File: src/rtl/env_player.sv
// env_player: envelope playback sequencer feeding the amplitude/phase modulator.
// Takes pulse commands, reads the envelope RAM word by word, and presents the
// returned words with a gate and the per-pulse amplitude, phase and frequency,
// all aligned to the RAM read latency.
//
// Command handshake: a command transfers on a clk edge where cmd_valid and
// cmd_ready are both 1 and abort is 0. cmd_ready does not depend on cmd_valid.
// It is 1 in IDLE, and in RUN only on the last read cycle so that consecutive
// pulses stream with no bubble. If abort is high in that cycle, the offered
// command is dropped.
module env_player #(
    parameter int NSLICE = 16,
    parameter int AW     = 12,
    parameter int RDLAT  = 2
) (
    input  logic                  clk,
    input  logic                  resetn,
    input  logic                  cmd_valid,
    output logic                  cmd_ready,
    input  logic [AW-1:0]         cmd_addr,
    input  logic [AW-1:0]         cmd_len,
    input  logic [15:0]           cmd_ampx,
    input  logic [16:0]           cmd_pini,
    input  logic [31:0]           cmd_freq,
    input  logic                  abort,
    output logic                  mem_rden,
    output logic [AW-1:0]         mem_addr,
    input  logic [NSLICE*32-1:0]  mem_rdata,
    output logic [NSLICE*32-1:0]  envxy32x16,
    output logic                  gateout,
    output logic [15:0]           ampx,
    output logic [16:0]           pini,
    output logic [31:0]           freq32,
    output logic                  busy,
    output logic [15:0]           pulse_cnt,
    output logic                  dbg_state
);

    typedef enum logic {S_IDLE = 1'b0, S_RUN = 1'b1} state_t;

    state_t        state;
    logic [AW-1:0] remaining;
    logic [15:0]   cur_ampx;
    logic [16:0]   cur_pini;
    logic [31:0]   cur_freq;
    logic          first_rd;
    logic          last_rd;
    logic          cmd_fire;
    logic          out_last;

    // Tag pipeline: stage i describes the read issued i cycles ago.
    // Stage RDLAT lines up with the matching mem_rdata.
    logic [RDLAT:1] pv;
    logic [RDLAT:1] pf;
    logic [RDLAT:1] pl;
    logic [15:0]    pa [1:RDLAT];
    logic [16:0]    pp [1:RDLAT];
    logic [31:0]    pq [1:RDLAT];

    assign last_rd   = (remaining == AW'(1));
    assign cmd_ready = (state == S_IDLE) || last_rd;
    assign cmd_fire  = cmd_valid && cmd_ready && !abort;
    assign busy      = (state == S_RUN) || (|pv) || gateout;
    assign dbg_state = (state == S_RUN);

    // Sequencer FSM: issues one RAM read per cycle while a pulse is running.
    always_ff @(posedge clk or negedge resetn) begin
        if (!resetn) begin
            state     <= S_IDLE;
            mem_rden  <= 1'b0;
            mem_addr  <= '0;
            remaining <= '0;
            cur_ampx  <= '0;
            cur_pini  <= '0;
            cur_freq  <= '0;
            first_rd  <= 1'b0;
        end else if (abort) begin
            state    <= S_IDLE;
            mem_rden <= 1'b0;
            first_rd <= 1'b0;
        end else if (cmd_fire && (cmd_len != '0)) begin
            state     <= S_RUN;
            mem_rden  <= 1'b1;
            mem_addr  <= cmd_addr;
            remaining <= cmd_len;
            cur_ampx  <= cmd_ampx;
            cur_pini  <= cmd_pini;
            cur_freq  <= cmd_freq;
            first_rd  <= 1'b1;
        end else if (state == S_RUN) begin
            first_rd <= 1'b0;
            if (last_rd) begin
                state    <= S_IDLE;
                mem_rden <= 1'b0;
            end else begin
                mem_addr  <= mem_addr + AW'(1);
                remaining <= remaining - AW'(1);
            end
        end
    end

    // Delay the read tags and pulse parameters to match the RAM read latency.
    always_ff @(posedge clk or negedge resetn) begin
        if (!resetn) begin
            pv <= '0;
            pf <= '0;
            pl <= '0;
            for (int i = 1; i <= RDLAT; i++) begin
                pa[i] <= '0;
                pp[i] <= '0;
                pq[i] <= '0;
            end
        end else if (abort) begin
            pv <= '0;
            pf <= '0;
            pl <= '0;
        end else begin
            pv[1] <= mem_rden;
            pf[1] <= first_rd;
            pl[1] <= last_rd;
            pa[1] <= cur_ampx;
            pp[1] <= cur_pini;
            pq[1] <= cur_freq;
            for (int i = 2; i <= RDLAT; i++) begin
                pv[i] <= pv[i-1];
                pf[i] <= pf[i-1];
                pl[i] <= pl[i-1];
                pa[i] <= pa[i-1];
                pp[i] <= pp[i-1];
                pq[i] <= pq[i-1];
            end
        end
    end

    // Output stage: register envelope and gate, switch pulse parameters on a
    // pulse's first word, count a pulse once its last word has been shown.
    always_ff @(posedge clk or negedge resetn) begin
        if (!resetn) begin
            gateout    <= 1'b0;
            envxy32x16 <= '0;
            ampx       <= '0;
            pini       <= '0;
            freq32     <= '0;
            out_last   <= 1'b0;
            pulse_cnt  <= '0;
        end else if (abort) begin
            gateout    <= 1'b0;
            envxy32x16 <= '0;
            out_last   <= 1'b0;
        end else begin
            gateout    <= pv[RDLAT];
            envxy32x16 <= pv[RDLAT] ? mem_rdata : '0;
            out_last   <= pv[RDLAT] && pl[RDLAT];
            if (pv[RDLAT] && pf[RDLAT]) begin
                ampx   <= pa[RDLAT];
                pini   <= pp[RDLAT];
                freq32 <= pq[RDLAT];
            end
            if (out_last) begin
                pulse_cnt <= pulse_cnt + 16'd1;
            end
        end
    end

endmodule
File: config.mk
export PLATFORM = sky130hd
export DESIGN_NAME = env_player
export DESIGN_NICKNAME = d
export VERILOG_FILES = /design/src/rtl/env_player.sv
export SDC_FILE = /design/constraint.sdc
export NUM_CORES = 1
export LEC_CHECK = 0
export BUFFER_PORTS_ARGS = -buffer_cell sky130_fd_sc_hd__buf_2
export CORE_AREA = 2 2 470 472
export DETAILED_ROUTE_END_ITERATION = 10
export DIE_AREA = 0 0 472 474
export PLACE_DENSITY = 0.39
export SETUP_SLACK_MARGIN = 0.5
export SLEW_MARGIN = 20
export SYNTH_ARGS = -nofsm -noshare
export SYNTH_HDL_FRONTEND = slang
export SYNTH_SLANG_ARGS = --single-unit
File: constraint.sdc
create_clock -name clk -period 3.43 [get_ports clk]
set_input_delay 0.1715 -clock clk [delete_from_list [all_inputs] [get_ports clk]]
set_output_delay 0.1715 -clock clk [all_outputs]
set_load 0.1 [all_outputs]
==> key figures <==
Global routing
  • Gr busiest metal: met2
  • Vias in the first global route: 25737
  • Met2 Track Usage GR: 0.289
  • Largest net degree at the start of global routing: 188
  • GR Overflow Total: 0
  • First-pass GRT wire length: 249000 microns
  • Initial antenna violation count: between 200 and 250
  • Met3 usage: 0.0703
  • Met1 global-route usage: 0.187
  • Total GRT Usage: 0.167

STA
  • Crit path time final: 2760 ps
  • Max-slew violation count: 0
  • Slew margin rel.: 0.313
  • Hold Slack: 140 ps
  • Final Skew: 67.8 ps
  • Aggregate negative setup slack: 0 ps
  • Fmax: between 300 and 400 MHz
  • RSZ-0062 raised after global routing: no
  • Fin. Hold Viols: 0
  • Final period util: 0.805
  • Final setup margin: 668 ps
  • Final-report setup violation count: 0
  • Worst-Margin Slew: 1030 ps

Min path
  • Hold Crit Class: in -> reg
  • Hold path start: cmd_freq[24]
  • Hold path cells: 4

Place
  • DP Worst Slack: between 1000 and 1500 ps
  • Post-DP HPWL: 158000 microns
  • IO buf count: around 1200
  • Routability cong.: 0.932
  • Placed Cells: 6062

Route
  • Avg WL per Cell: 27.6 microns
  • Via count: approximately 24000
  • DRC viols: 0
  • Pre-antenna DRT Iters: 5
  • Initial DRC Count: 1249
  • Final WL: about 190000 microns
  • Post-DR vias/cell: roughly 3.5
  • Antenna Nets Post-Route: 0

Worst setup path
  • Reg2reg start: remaining[0]
  • Levels on crit path: 7
  • Worst path top cell family by delay: buffers and inverters
  • Max incr delay on CP: ~470 ps
  • CP required: ~3300 ps
  • Worst Setup Start Kind: flip-flop
  • Endpoint class of the critical path: primary output
  • Arrival @ worst endpoint: around 2600 ps
  • CP bufs+invs: 4
  • FF-to-FF path depth: 8
  • Worst Setup SP: remaining[0]
  • Critical setup path kind: reg -> out
  • Slowest CP cell: dfrtp_1
  • Critical-path cell list: ha_1 > nor4b_4 > a31oi_1 > buf_4 > inv_2 > buf_6 > buf_12
  • Crit Path Max Fanout: 13

Logic synthesis
  • Adder-cell share of the synthesized area: 0.00176
  • Synth area leaders: dfrtp_1 (72%), and2_1 (11%), mux2_2 (7.8%)
  • EDFF count, synth: 0
  • Compound-Gate Fraction of Synth Area: 0.0160
  • Post-synthesis area per instance: between 10 and 15 sq um
  • Cell area after synthesis: ~28000 sq um
  • Synth area leader: dfrtp_1
  • Syn nets: about 2600
  • FFs w/ async S/R, synth: 1.00
  • Simple-gate share of the synthesized area: 0.158
  • Yosys warns: 0
  • Post-synth top cells: dfrtp_1 (823), and2_1 (513), nand2_1 (207)
  • Most frequent cell after synthesis: dfrtp_1
  • Post-synthesis sequential area ratio: 0.724
  • Top cell type's share of synthesized area: 0.724
  • Post-synthesis mux area share: 0.0798
  • Largest family of logic cells by synthesized area: simple AND/OR/NAND/NOR gates
  • Synth Area in XOR/XNOR: 0.00462
  • Ys flop type: dfrtp_1
  • Yosys cell types: 58
  • Seq cells post-synth: 823
  • Post-synthesis cell count: slightly above 2000

Clock network
  • Clock Latency Late Sink: approximately 770 ps
  • Clock Path Buffers: 3
  • Post-CTS Setup Inserts: 0
  • CTS tree: yes
  • CTS H-tree depth: 3
  • CTS root buf: clkbuf_16
  • CTS Sinks: 823
  • Clock slew at reported path FFs: roughly 60 ps
  • TritonCTS Buffers: 108

Final layout
  • Area grow syn2layout: 70.0%
  • Multi-input gate area: 7440 sq um
  • Fillers: 23828
  • FF/Latch Area: about 21000 sq um
  • Non-Filler Instances: 6919
  • Share of layout cells above drive strength 1: 0.414
  • Nets: 4518

Die
  • # rows: 172
  • IO Count: 1215
  • Die Wd: 472 microns
  • Core Box Area: around 220000 sq um
  • Initial Util: 0.130
  • Die ar.: 224000 sq um
  • Die Height: roughly 470 microns

Power
  • Pwr dens: about 560 nW/um^2
  • Worst IR drop on VDD: between 0.4 and 0.5 mV
  • P_leak: between 20 and 30 nW

Status
  • Outcome: finished, final reports clean

Run
  • Max-Cap Viols: 0
[metrics by stage]
stage / power, mW / instance area (sq um) / util
6_report: 26.9 / 48400 / 0.221
5_1_grt: 28.1 / 48300 / 0.221
4_1_cts: 27.4 / 48300 / 0.221
3_5_place_dp: 14.3 / 38300 / 0.175
3_3_place_gp: 14.2 / 38300 / 0.175
2_1_floorplan: 12.9 / 28500 / -
[worst register-to-register path: stages (launching register included)]
cell,delay (ps)
dfrtp_1,470
ha_1,200
nor4b_4,270
a311oi_2,140
buf_4,210
nor2_4,310
inv_4,200
o221a_1,290
dlygate4sd3_1,550
[area by class of cell]
cell class / count / area share
sequential: 823 / 0.426
timing repair buffer: 1872 / 0.264
multi-input combinational: 1093 / 0.154
tap: 2871 / 0.0742
clock buffer: 149 / 0.0634
clock inverter: 51 / 0.0153
antenna: 49 / 0.00253
inverter: 11 / 0.000905
[where the power goes]
part           internal (mW)  switching [mW]  leakage [nW]
clock                   7.20            4.88          1.83
combinational           1.43            2.45          12.1
sequential              10.4           0.472          11.1
[final timing paths]
path,to,slack (ps)
setup reg to reg,mem_addr[2],680
min in group asynchronous,pq[32],580
hold / removal,cur_freq[24],140
setup / recovery,cmd_ready,670
max in group asynchronous,envxy32x16[316],1340
hold reg to reg,pf[2],460
[layout by cell type, fill, tap and decap left out, types with 8 or more instances in the layout]
cell type      count
nor2_1            27
clkinvlp_4        10
o21ai_0           12
nand2_1          206
bufinv_16         12
buf_12            18
inv_1              9
buf_2           1211
clkinv_2          16
a21oi_1           13
clkbuf_16        108
diode_2           49
nand4_1            8
dlygate4sd3_1    608
xnor2_1           12
clkbuf_8          21
and2_1           513
nor2b_1            9
mux2_2           198
dfrtp_1          823
buf_4             32
clkbuf_1          20
[repair_timing]
action / 4_1_cts / 5_1_grt
resized for setup: 5 / 3
pin swaps: 0 / 0
hold endpoints to repair: 1032 / 0
hold buffers: 608 / 0
setup endpoints to repair: 1 / 3
[metal layers]
layer / vias to the layer above / wire (microns)
li1: 10366 / -
met1: 11889 / 72100
met2: 1218 / 93400
met3: 451 / 18900
met4: 64 / 6090
met5: - / 410
[flip-flops by register name, indices dropped and copies added, names as in the netlist]
register	count
pp	34
mem_rden	1
pq	64
pa	32
pf	2
cur_freq	32
pl	2
pulse_cnt	16
pv	2
gateout	1
cur_ampx	16
freq32	32
envxy32x16	512
out_last	1
mem_addr	12
dbg_state	1
pini	17
first_rd	1
cur_pini	17
ampx	16
remaining	12
[logic make-up (layout without fill, tap and decap cells)]
family                   after synthesis  after routing
AO/OA/AOI/OAI                         63             63
XOR/XNOR                              15             15
adder cells (fa/ha/maj)                4              4
buffers and inverters                114           2083
flip-flops                           823            823
multiplexers                         202            202
other                                  0             49
AND/OR/NAND/NOR                      809            809
(Power assumes the default switching activity.)
